`src/rtl/cardinal_nic.sv`:
```
// Cardinal NIC: one-entry input and output packet buffers between a processor
// register port and a virtual-channel router link. Bit 0 is the MSB of every data path.
module cardinal_nic #(
  parameter int DATA_WIDTH = 64
) (
  input  logic                  clk,
  input  logic                  reset,
  input  logic [1:0]            addr,
  input  logic [0:DATA_WIDTH-1] d_in,
  output logic [0:DATA_WIDTH-1] d_out,
  input  logic                  nicEn,
  input  logic                  nicWrEn,
  input  logic                  net_si,
  output logic                  net_ri,
  input  logic [0:DATA_WIDTH-1] net_di,
  output logic                  net_so,
  input  logic                  net_ro,
  output logic [0:DATA_WIDTH-1] net_do,
  input  logic                  net_polarity
);

  localparam logic [1:0] ADDR_IN_BUF   = 2'b00;
  localparam logic [1:0] ADDR_IN_STAT  = 2'b01;
  localparam logic [1:0] ADDR_OUT_BUF  = 2'b10;
  localparam logic [1:0] ADDR_OUT_STAT = 2'b11;

  logic [0:DATA_WIDTH-1] in_buf;
  logic [0:DATA_WIDTH-1] out_buf;
  logic                  in_full;
  logic                  out_full;
  logic                  rd_en;
  logic                  wr_en;
  logic                  in_take;
  logic                  out_take;

  assign rd_en    = nicEn & ~nicWrEn;
  assign wr_en    = nicEn & nicWrEn;
  assign net_ri   = ~in_full;
  // out_buf[0] carries the packet's VC; only send in the matching router phase.
  assign net_so   = out_full & (out_buf[0] == net_polarity);
  assign net_do   = out_buf;
  assign in_take  = net_si & net_ri;
  assign out_take = net_so & net_ro;

  always_comb begin
    d_out = '0;
    if (rd_en) begin
      case (addr)
        ADDR_IN_BUF:   d_out = in_buf;
        ADDR_IN_STAT:  d_out[DATA_WIDTH-1] = in_full;
        ADDR_OUT_BUF:  d_out = '0;
        ADDR_OUT_STAT: d_out[DATA_WIDTH-1] = out_full;
        default:       d_out = '0;
      endcase
    end
  end

  // A capture only happens when empty, so it never collides with a read that frees the buffer.
  always_ff @(posedge clk) begin
    if (reset) begin
      in_buf  <= '0;
      in_full <= 1'b0;
    end else if (in_take) begin
      in_buf  <= net_di;
      in_full <= 1'b1;
    end else if (rd_en && addr == ADDR_IN_BUF) begin
      in_full <= 1'b0;
    end
  end

  // Writes see only the pre-edge out_full, so a write racing a send is dropped.
  always_ff @(posedge clk) begin
    if (reset) begin
      out_buf  <= '0;
      out_full <= 1'b0;
    end else if (out_take) begin
      out_full <= 1'b0;
    end else if (wr_en && addr == ADDR_OUT_BUF && !out_full) begin
      out_buf  <= d_in;
      out_full <= 1'b1;
    end
  end

endmodule

```
`config.mk`:
```
export PLATFORM = sky130hd
export DESIGN_NAME = cardinal_nic
export DESIGN_NICKNAME = d
export VERILOG_FILES = /design/src/rtl/cardinal_nic.sv
export SDC_FILE = /design/constraint.sdc
export NUM_CORES = 1
export LEC_CHECK = 0
export CORE_UTILIZATION = 32
export DETAILED_ROUTE_END_ITERATION = 10
export HOLD_SLACK_MARGIN = 0.15
export PLACE_DENSITY = 0.62
export SLEW_MARGIN = 5
export SYNTH_ARGS = -nofsm -noshare
export SYNTH_HDL_FRONTEND = slang
export SYNTH_SLANG_ARGS = --single-unit
```
`constraint.sdc`:
```
create_clock -name clk -period 2.87 [get_ports clk]
set_clock_uncertainty 0.1 [all_clocks]
set_input_delay 0.574 -clock clk [delete_from_list [all_inputs] [get_ports clk]]
set_output_delay 0.574 -clock clk [all_outputs]
set_load 0.05 [all_outputs]
```
==> flow_metrics.env <==
export IMPL_nets=1024
export IMPL_grt_overflow_total=0
export IMPL_antenna_found_initial=0
export IMPL_status="completed"
export IMPL_total_power_mw=4.80
export IMPL_p_int_mw=3.69
export IMPL_fp_dieH_um=136
export IMPL_yosys_most_used_dff="dfxtp_1"
export IMPL_setup_worst_path_class="in -> out"
export IMPL_top_usage_layer="met2"
export IMPL_utilization_pct=56.0
export IMPL_endpoint_kind="output pin"
export IMPL_worst_pin_slew_ns=0.596
export IMPL_yosys_area_top_type="dfxtp_1"
export IMPL_grt_util_met2_pct=25.9
export IMPL_slew_viol_final=0
export IMPL_wl_um=16200
export IMPL_ys_seq_area_share_pct=45.5
export IMPL_clk_pin_slew_ns=0.05
export IMPL_power_frac_seq_pct=39.9
export IMPL_start_util_pct=33.0
export IMPL_synth_avg_cell_area_um2=8.91
export IMPL_die_area_mm2=0.0184
export IMPL_dr_pass1_iters=4
export IMPL_setup_viol=0
export IMPL_relSlewSlack_pct=60.2
export IMPL_synth_edf_count=0
export IMPL_finalSetupTns_ns=0
export IMPL_fin_crit_ns=2.70
export IMPL_synth_nets=779
export IMPL_grt_pass1_vias=4644
export IMPL_path_common_cell="buf_12"
export IMPL_first_iter_violations=241
export IMPL_worstPathCellList="clkdlybuf4s50_1, nand2b_4, nor3_4, buf_12, and2_1, buf_12"
export IMPL_critical_path_arrival_ns=2.03
export IMPL_fin_area_mm2=0.00973
export IMPL_holdWs_ns=0.347
export IMPL_dp_hpwl_um=11300
export IMPL_grt_max_degree=90
export IMPL_start_kind="input pin"
export IMPL_rsz0062_at_grt="no"
export IMPL_hold_viol=0
export IMPL_fmax_mhz=370
export IMPL_place_gp_congestion=0.788
export IMPL_syn_inst=642
export IMPL_areaGrowthSynthToFinish_pct=70.0
export IMPL_p_switching_mw=1.11
export IMPL_h_tree_depth=4
export IMPL_grt_pass1_wl_um=25000
export IMPL_cts_tree="done"
export IMPL_clkSinkCount=130
export IMPL_cellLeakagePower_nw=3.59
export IMPL_max_cap_violations=0
export IMPL_power_density_mw_per_mm2=493
export IMPL_ys_warnings_count=0
export IMPL_coreArea_mm2=0.0174
export IMPL_met3_usage_pct=8.42
export IMPL_remaining_drc_errors=0
export IMPL_worst_path_largest_cell_delay_ns=0.46
export IMPL_cts_root_buf="clkbuf_16"
export IMPL_p_comb_share_pct=12.9
export IMPL_place_area_mm2=0.00911
export IMPL_synthArstFlopShare_pct=0
export IMPL_vias=4971
export IMPL_synth_area_mm2=0.00572
export IMPL_post_route_period_util_pct=94.2
export IMPL_grt_usage_pct=17.7
export IMPL_io_buffers=266
export IMPL_wl_per_cell_um=14.4
export IMPL_antenna_cells=0
export IMPL_antenna_left=0
export IMPL_post_cts_resized=0
export IMPL_post_cts_buffers=0
export IMPL_synthDominantCellAreaShare_pct=45.5
export IMPL_synth_seq_cells=130
export IMPL_synth_area_top_cells="dfxtp_1, nand2b_1, mux2i_1"
export IMPL_top_level_ports=267
export IMPL_cp_max_fo=64
export IMPL_numCtsBuffers=17
export IMPL_switching_share_pct=23.2
export IMPL_rows=48
export IMPL_drive_gt1_share_pct=11.8
export IMPL_fp_dieW_um=136
export IMPL_postCtsHoldBufs=0
export IMPL_required_ns=2.20
export IMPL_hp_class="reg -> reg"
export IMPL_clock_latency_ns=0.41
export IMPL_cpMaxStageDelayCell="clkdlybuf4s50_1"
export IMPL_vdd_drop_max_mv=0.382
export IMPL_grt_use_met1_pct=22.1
export IMPL_synth_distinct_cells=23
export IMPL_p_clk_share_pct=47.2
export IMPL_cts_buffer_depth=2
export IMPL_viasPerCell=4.42
==> final cells by class <==
cell class / instances / area (um^2)
sequential: 130 / 2600
clock inverter: 9 / 155
timing repair buffer: 274 / 3450
multi-input combinational: 463 / 2780
clock buffer: 23 / 458
inverter: 1 / 3.75
tap: 225 / 282
fill: 1548 / 7630
==> cell usage after synthesis, types with 2 or more instances <==
master / number
and2_1: 64
mux2i_1: 65
buf_6: 7
nor3_4: 2
clkbuf_1: 14
nand2_1: 129
dfxtp_1: 130
a21oi_1: 64
nand2b_1: 129
buf_2: 21
buf_12: 5
==> critical path: cells and delay by family <==
kind,cells,cell delay (ns)
simple gates,3,0.58
buf+inv,3,0.86
==> placed cells by master, fill, tap and decap left out, types with 3 or more instances in the layout <==
cell,count
mux2i_1,65
dfxtp_1,130
clkdlybuf4s50_1,200
nand2_1,129
buf_4,3
bufinv_16,4
clkbuf_1,5
buf_12,71
clkbuf_16,17
and2_1,64
nand2b_1,128
a21oi_1,64
==> metal layers <==
metal	vias to the layer above	part of all wire, %
li1	2535	-
met1	2203	45
met2	214	42
met3	19	12
met4	0	1.7
met5	-	0
==> registers in the layout, summed over array words and instances (netlist names) <==
signal	flops
net_do	64
out_full	1
in_full	1
in_buf	64
==> logic make-up after synthesis <==
logic type	Yosys count	synth area share, %
multiplexers	65	11.4
flip-flops	130	45.5
AO/OA/AOI/OAI	68	6.12
buffers and inverters	49	6.08
AND/OR/NAND/NOR	329	30.8
XOR/XNOR	1	0.153
==> power by group through the flow <==
stage	Combinational [mW]	Sequential (mW)	Clock, mW
floorplan	0.253	2.01	0
global placement	0.618	1.95	0
detailed placement	0.623	1.95	0
CTS	0.625	1.92	2.33
global route	0.669	1.92	2.41
finish	0.618	1.92	2.26
==> stage by stage <==
stage / cells / worst slack [ns]
3_3_place_gp: 1093 / 0.152
5_1_grt: 1125 / 0.0830
3_5_place_dp: 1093 / 0.161
2_1_floorplan: 642 / 0.555
4_1_cts: 1125 / 0.156
6_report: 1125 / 0.167
==> path summary, 6_finish.rpt <==
path              cells past startpoint  slack [ns]                 endpoint                    from
setup / recovery                      6        0.17                d_out[60]                 addr[0]
hold / removal                        2        0.35   in_buf[2]$_SDFFE_PP0P_  in_buf[2]$_SDFFE_PP0P_
setup reg to reg                      4        1.08  in_buf[37]$_SDFFE_PP0P_    in_full$_SDFFE_PP0P_
hold reg to reg                       2        0.35   in_buf[2]$_SDFFE_PP0P_  in_buf[2]$_SDFFE_PP0P_
Note: power is estimated with default switching activity, not from simulation.
